[src/rtl/mips_lite_pkg.sv]
// Shared constants and types for the mips-lite instruction-fetch path.
// Holds the address/instruction widths, the reset fetch address and the fetch FSM state encoding.
package mips_lite_pkg;

   localparam int INSTR_W = 32;
   localparam int IMEM_AW = 6;
   localparam int PC_W    = IMEM_AW + 2;

   localparam logic [31:0] FETCH_RESET_PC = 32'h0000_0000;

   typedef enum logic [1:0] {
      IDLE = 2'd0,
      RUN  = 2'd1,
      HOLD = 2'd2
   } fetch_state_t;

endpackage

[src/rtl/fetch_fifo.sv]
// DEPTH-entry synchronous FIFO holding prefetched {instr, pc} words.
// The head entry is exposed combinationally; flush empties it in one cycle.
module fetch_fifo #(
   parameter int DEPTH = 2,
   parameter int W     = 40
) (
   input  logic                   clk,
   input  logic                   reset,
   input  logic                   i_push,
   input  logic                   i_pop,
   input  logic                   i_flush,
   input  logic [W-1:0]           i_wdata,
   output logic [W-1:0]           o_rdata,
   output logic [$clog2(DEPTH):0] o_count,
   output logic                   o_full
);

   localparam int PTR_W = $clog2(DEPTH);
   localparam int CNT_W = PTR_W + 1;

   logic [W-1:0]     r_mem [DEPTH];
   logic [PTR_W-1:0] r_wr_ptr;
   logic [PTR_W-1:0] r_rd_ptr;
   logic [CNT_W-1:0] r_count;

   logic w_pop;
   logic w_push;

   assign o_full  = (r_count == CNT_W'(DEPTH));
   assign o_count = r_count;
   assign o_rdata = r_mem[r_rd_ptr];

   // A pop on an empty FIFO is ignored; a push into a full FIFO needs a pop alongside it.
   assign w_pop  = i_pop & (r_count != '0) & ~i_flush;
   assign w_push = i_push & (~o_full | w_pop) & ~i_flush;

   // NOTE: sequential state uses <= so every flop samples pre-edge values, independent of statement order.
   always_ff @(posedge clk or posedge reset) begin
      if (reset) begin
         r_wr_ptr <= '0;
         r_rd_ptr <= '0;
         r_count  <= '0;
      end else if (i_flush) begin
         r_wr_ptr <= '0;
         r_rd_ptr <= '0;
         r_count  <= '0;
      end else begin
         if (w_push) r_wr_ptr <= r_wr_ptr + PTR_W'(1);
         if (w_pop)  r_rd_ptr <= r_rd_ptr + PTR_W'(1);
         case ({w_push, w_pop})
            2'b10:   r_count <= r_count + CNT_W'(1);
            2'b01:   r_count <= r_count - CNT_W'(1);
            default: r_count <= r_count;
         endcase
      end
   end

   // NOTE: storage is reset on purpose -- the head entry drives out_instr/out_pc, which must read 0 after reset.
   always_ff @(posedge clk or posedge reset) begin
      if (reset) begin
         for (int i = 0; i < DEPTH; i++) r_mem[i] <= '0;
      end else if (w_push) begin
         r_mem[r_wr_ptr] <= i_wdata;
      end
   end

endmodule

[src/rtl/imem_fetch_ctrl.sv]
// Instruction-fetch sequencer: owns the fetch PC, addresses the combinational ROM,
// buffers fetched words in a prefetch FIFO and hands them to decode over valid/ready.
module imem_fetch_ctrl
   import mips_lite_pkg::*;
#(
   parameter int          DEPTH    = 2,
   parameter int          AW       = IMEM_AW,
   parameter logic [31:0] RESET_PC = FETCH_RESET_PC
) (
   input  logic               clk,
   input  logic               reset,
   input  logic               fetch_en,
   input  logic               redirect,
   input  logic [AW+1:0]      redirect_pc,
   output logic [AW-1:0]      imem_addr,
   input  logic [INSTR_W-1:0] imem_instr,
   output logic               out_valid,
   input  logic               out_ready,
   output logic [INSTR_W-1:0] out_instr,
   output logic [AW+1:0]      out_pc,
   output logic               busy_full
);

   localparam int PCW   = AW + 2;
   localparam int CNT_W = $clog2(DEPTH) + 1;
   localparam int ENT_W = INSTR_W + PCW;

   localparam logic [PCW-1:0] RESET_PC_W = RESET_PC[PCW-1:0];

   fetch_state_t r_state;
   fetch_state_t w_state_nxt;

   logic [PCW-1:0]   r_fetch_pc;
   logic [PCW-1:0]   w_target_pc;
   logic [CNT_W-1:0] w_count;
   logic             w_full;
   logic             w_pop;
   logic             w_push;
   logic [ENT_W-1:0] w_head;

   // Byte-offset bits of the redirect target are dropped; fetches are always word-aligned.
   assign w_target_pc = redirect_pc & ~PCW'(3);

   assign imem_addr = r_fetch_pc[PCW-1:2];
   assign out_valid = (w_count != '0);
   assign w_pop     = out_valid & out_ready;
   assign busy_full = w_full;
   assign out_instr = w_head[ENT_W-1:PCW];
   assign out_pc    = w_head[PCW-1:0];

   always_ff @(posedge clk or posedge reset) begin
      if (reset) r_state <= IDLE;
      else       r_state <= w_state_nxt;
   end

   // IDLE lasts exactly one cycle; afterwards fetch_en alone picks RUN or HOLD, redirect or not.
   always_comb begin
      w_state_nxt = r_state;
      case (r_state)
         IDLE:    w_state_nxt = fetch_en ? RUN : HOLD;
         RUN:     if (!fetch_en) w_state_nxt = HOLD;
         HOLD:    if (fetch_en)  w_state_nxt = RUN;
         default: w_state_nxt = IDLE;
      endcase
   end

   // NOTE: every signal assigned in always_comb gets a default first, so no path can infer a latch.
   always_comb begin
      w_push = 1'b0;
      if (r_state == RUN && !redirect) w_push = !w_full || w_pop;
   end

   // The PC advances only on a real push, so a full FIFO stalls fetch without skipping a word.
   always_ff @(posedge clk or posedge reset) begin
      if (reset)         r_fetch_pc <= RESET_PC_W;
      else if (redirect) r_fetch_pc <= w_target_pc;
      else if (w_push)   r_fetch_pc <= r_fetch_pc + PCW'(4);
   end

   fetch_fifo #(
      .DEPTH (DEPTH),
      .W     (ENT_W)
   ) u_fifo (
      .clk     (clk),
      .reset   (reset),
      .i_push  (w_push),
      .i_pop   (w_pop),
      .i_flush (redirect),
      .i_wdata ({imem_instr, r_fetch_pc}),
      .o_rdata (w_head),
      .o_count (w_count),
      .o_full  (w_full)
   );

endmodule
[config.mk]
export PLATFORM = sky130hd
export DESIGN_NAME = imem_fetch_ctrl
export DESIGN_NICKNAME = d
export VERILOG_FILES = /design/src/rtl/mips_lite_pkg.sv /design/src/rtl/fetch_fifo.sv /design/src/rtl/imem_fetch_ctrl.sv
export SDC_FILE = /design/constraint.sdc
export NUM_CORES = 1
export LEC_CHECK = 0
export CORE_ASPECT_RATIO = 1.75
export CORE_MARGIN = 4
export CORE_UTILIZATION = 31
export CTS_CLUSTER_SIZE = 30
export DETAILED_ROUTE_END_ITERATION = 8
export GPL_TIMING_DRIVEN = 0
export PLACE_DENSITY = 0.55
export SLEW_MARGIN = 5
export SYNTH_ARGS = -nofsm -noshare
export SYNTH_HDL_FRONTEND = slang
export SYNTH_SLANG_ARGS = --single-unit
[constraint.sdc]
create_clock -name clk -period 3.92 [get_ports clk]
set_input_delay 0.588 -clock clk [delete_from_list [all_inputs] [get_ports clk]]
set_output_delay 0.588 -clock clk [all_outputs]
set_load 0.1 [all_outputs]
# Yosys cells after proc, flatten, opt, wreduce, memory -nomap -nowiden
# Index checks and enable logic that the tools add are counted.
# classes
n_addsub,5
multipliers,0
div,0
n_lt_le_gt_ge,3
n_eq_ne,7
shifts,0
n_mux,19
bitwise_logic,10
n_reduce_logical,12
# ops
op,n
two-way mux 40 bit,4
bitwise mux 80 bit,1
demux 40 bit (select 1 bit),1
two-way mux 8 bit,2
adder 8 x 3 -> 8 bit (second input constant),1
two-way mux 2 bit,4
nonzero test 2 bit,4
== test 2 bit (second input constant),3
case mux 2 bit (3 select lines),1
AND 1 bit,5
two-way mux 1 bit,5
== test 2 x 1 -> 1 bit (second input constant),2
>= comparator 2 bit (second input constant),2
inequality test 2 bit (second input constant),2
NOT 1 -> 2 bit,2
case mux 2 bit (2 select lines),1
nonzero test 3 bit,1
adder 1 bit (second input constant),2
adder 2 x 1 -> 2 bit (second input constant),1
logical AND 1 bit,2
zero test 1 bit,2
zero test 2 bit,1
less-than comparator 2 x 1 -> 1 bit (second input constant),1
NOT 1 bit,2
4 further kinds,4
# word_totals
regBits,94
latch_bits,0
ramBits,0
mem_bits_ro,0
in_bits,45
out_inout_bits,48
word_cells,63
n_memories,0

# Longest topological paths before layout
# depth
ltp_word,10
ltp_mapped,6

# Hierarchy
# Synthesis repeated with hierarchy kept, for this count alone.
# hier_totals
cells_unflattened,287
hier_area_um2,4351.7
# modules_own_cells
module,n_inst,cells_per_inst,area_per_inst_um2
fetch_fifo,1,241,3873.7
imem_fetch_ctrl,1,46,478.0

# Worst setup path after synthesis
# No wires, ideal clock.
# synth_path
path_kind,flip-flop to output port
start,reg u_fifo.r_count[0] (netlist: u_fifo.o_count[0])
end,out busy_full
t_arrival_ps,1807
required_ps,3332
slack_ps,1525
stages_incl_launch_ff,2
path_buffers,0
cell_sequence,dfrtp_1 > nor2b_1
# synth_via
elab_chain_cells,1
# synth_lines
element,line,rtl
"start, declared",fetch_fifo.sv:24,logic [CNT_W-1:0] r_count;
"start signal, assigned",fetch_fifo.sv:51,2'b10: r_count <= r_count + CNT_W'(1);
"start signal, assigned",fetch_fifo.sv:52,2'b01: r_count <= r_count - CNT_W'(1);
"start signal, assigned",fetch_fifo.sv:53,default: r_count <= r_count;
== test 2 bit,fetch_fifo.sv:29,assign o_full = (r_count == CNT_W'(DEPTH));
"end, declared",imem_fetch_ctrl.sv:21,output logic busy_full
# Every way passes these cells.

# Worst setup path after layout
# layout_path
start,reg u_fifo.r_rd_ptr
end,out out_instr[16]
# layout_via
elab_chain_cells,4
# layout_lines
element,line,rtl
"start, declared",fetch_fifo.sv:23,logic [PTR_W-1:0] r_rd_ptr;
"start signal, assigned",fetch_fifo.sv:49,if (w_pop) r_rd_ptr <= r_rd_ptr + PTR_W'(1);
NOT 1 -> 2 bit (implied by the code),fetch_fifo.sv:31,assign o_rdata = r_mem[r_rd_ptr];
two-way mux 40 bit (implied by the code) (3 in series),fetch_fifo.sv:31,
"end, declared",imem_fetch_ctrl.sv:19,"output logic [INSTR_W-1:0] out_instr,"
# Every way passes these cells. The select of a mux whose other input is x is not followed.

==> metrics.txt <==
status=completed; grt total ovfl=0; Die Ht=161 µm; mapped cell area=0.00412 mm²; syn avg cell area=14.6 µm²; synthesis-stage register bit count=88; # setup viols final=0; met3 usage=2.58%; antenna cells=0; reg2reg start=r_state[1]$_DFFE_PP0P_; Seq/Total Area, Yosys=53.4%; Crit Path Category=reg -> out; top-count cell post-synth=dfrtp_1; worst-path fanout max=10; nets@finish=428; Die X=95.2 µm; met1 usage=16.0%; H-tree level count=3; GRT Total Usage=13.5%; Hold Violations, Final=0; grt met2 use=23.7%; worst skew pair latency=330 ps; post-CTS setup buffers=0; layout cell share with drive strength beyond 1=33.6%; post-DR wirelength/cell=17.1 µm; DR vias=2,600; Synthesis Warnings=0; vias in the first global route=2,902; CTS-repair resized insts=0; Crit. End Element=primary output; crit path capture=out_instr[16]; clock sinks=88; peak supply drop=323 µV; DP HPWL=6.82 mm; Detailed Route WL=9.56 mm; die area=0.0153 mm²; ANT nets after route=0; largest net degree at the start of global routing=46; Post-synth top cells=dfrtp_1, mux2_2, mux2_4; # port buffers=87; area leader, netlist=dfrtp_1; minimum clock period=3600 ps; CORE AREA=0.0130 mm²; Slew @ Worst Pin=1010 ps; area growth from synthesis to layout=34.9%; pre-CTS setup slack=585 ps; Worst setup SP type=flip-flop; first-pass GRT wire length=15.6 mm; maximum clock path buffer count=2; hold slack=485 ps; reg2reg end=u_fifo.r_mem[54]$_DFFE_PP0P_; achievable frequency=278 MHz; Leak=2.38 nW; Mapped Cells=282; Post-synth EDFFs=0; CTS root buffer=clkbuf_16; Hold Buf Count CTS=0; PnR worst setup slack=317 ps; Routability Congestion=0.765; CP startpoint=u_fifo.r_rd_ptr$_DFFE_PP0P_; fillers=1,195; max_cap viols=0; RSZ-0062 raised after global routing=false; global routing's busiest layer=met2; Final Skew=6.10 ps; drt first pass iters=4; DRC=0; Boundary Pins=93; final period utilization=91.9%; initial detailed-routing violation count=49; initial antenna violation count=0; Core Util, Final=42.8%; Vias/cell=4.66; synth unique cells=40; CP Data Arrival Time=3010 ps; top_reg_cell synth=dfrtp_1; max_slew headroom=32.4%; worst endpoint required time=3330 ps; initial core utilization=31.7%; max-slew violations=0; Pwr Density=707 mW/mm²; CTS buffer count=9; ys async rst share=100%; post-synth top area share=53.4%; worst hold path type=reg -> reg; ranking of synthesized cells by area=dfrtp_1, mux2_2, mux2_4; worst reg-to-reg setup slack=2080 ps; clock slew at reported path FFs=60 ps; Std-Cell Rows=55; R2R depth=6; CTS tree=done
==> worst max-delay path, stage by stage (launching register included) <==
cell and delay, ps:
dfrtp_1 350, clkbuf_1 530, buf_2 430, mux2_2 390, clkdlybuf4s50_1 970
==> worst min path at each step <==
stage / start / depth (start not counted) / slack (ps) / to
final: u_fifo.r_mem[44]$_DFFE_PP0P_ / 1 / 480 / u_fifo.r_mem[44]$_DFFE_PP0P_
after global routing: u_fifo.r_mem[50]$_DFFE_PP0P_ / 1 / 500 / u_fifo.r_mem[50]$_DFFE_PP0P_
after CTS: u_fifo.r_mem[60]$_DFFE_PP0P_ / 1 / 490 / u_fifo.r_mem[60]$_DFFE_PP0P_
after detailed placement: u_fifo.r_mem[60]$_DFFE_PP0P_ / 1 / 470 / u_fifo.r_mem[60]$_DFFE_PP0P_
after global placement: u_fifo.r_mem[50]$_DFFE_PP0P_ / 1 / 460 / u_fifo.r_mem[50]$_DFFE_PP0P_
after floorplan: r_state[1]$_DFFE_PP0P_ / 1 / 450 / r_state[1]$_DFFE_PP0P_
==> placed cells by master (no fill, tap or decap), types with 2 or more instances in the layout <==
cell              n
dfrtp_1          88
clkdlybuf4s50_1  87
mux2_2           75
mux2_4           20
mux2_1           19
clkbuf_16         9
clkbuf_1          6
nor2_1            6
o21ai_0           5
a21oi_1           4
a31oi_1           4
nand2_1           4
nor2b_1           3
buf_2             3
buf_6             3
buf_12            3
or3_1             3
nand3_1           3
o31ai_1           3
or4_1             3
buf_4             3
nand2b_1          2
inv_1             2
conb_1            2
bufinv_16         2
clkinv_2          2
==> routing by layer <==
metal	up-vias	share of wire, %
li1	1217	-
met1	1316	39
met3	11	3.7
met4	0	1.8
met2	56	55
met5	-	0
==> sequential cells by signal, indices dropped and copies added, names as in the netlist <==
register,flops
r_fetch_pc,6
r_state,2
u_fifo.o_count,2
u_fifo.r_mem,76
u_fifo.r_rd_ptr,1
u_fifo.r_wr_ptr,1
==> where the power goes <==
part / total [W] / switching, W / internal (W)
clock: 0.000920 / 0.000361 / 0.000560
combinational: 0.00174 / 0.00118 / 0.000554
sequential: 0.00127 / 0.000123 / 0.00115
total: 0.00393 / 0.00167 / 0.00226
==> cell type report <==
cell class	count	area, µm²	area share [%]
Sequential cell	88	2200	39.6
Timing Repair Buffer	88	898	16.2
Buffer	18	154	2.77
Clock inverter	7	95.1	1.71
Inverter	3	13.8	0.248
Multi-Input combinational cell	174	1760	31.6
Clock buffer	9	225	4.05
Tap cell	171	214	3.85
==> kinds of logic (layout without fill, tap and decap cells) <==
| kind of cell | after synthesis | after routing | synth area share [%] |
|---|---|---|---|
| multiplexers | 114 | 114 | 33.0 |
| flip-flops | 88 | 88 | 53.4 |
| AND/OR/NAND/NOR | 36 | 36 | 6.01 |
| buffers and inverters | 21 | 125 | 4.01 |
| AO/OA/AOI/OAI | 20 | 20 | 2.98 |
| adder cells (fa/ha/maj) | 1 | 1 | 0.304 |
| other | 1 | 2 | 0.0910 |
| XOR/XNOR | 1 | 1 | 0.213 |
==> metrics by stage <==
stage | instances | total power [W] | setup TNS [ps] | instance area (µm²)
after floorplan | 283 | 0.00267 | 0 | 4130
after global placement | 541 | 0.00301 | -35200 | 5210
after detailed placement | 542 | 0.00304 | 0 | 5240
after CTS | 558 | 0.00398 | 0 | 5560
after global routing | 558 | 0.00411 | 0 | 5560
final | 558 | 0.00393 | 0 | 5560
(Power assumes the default switching activity.)
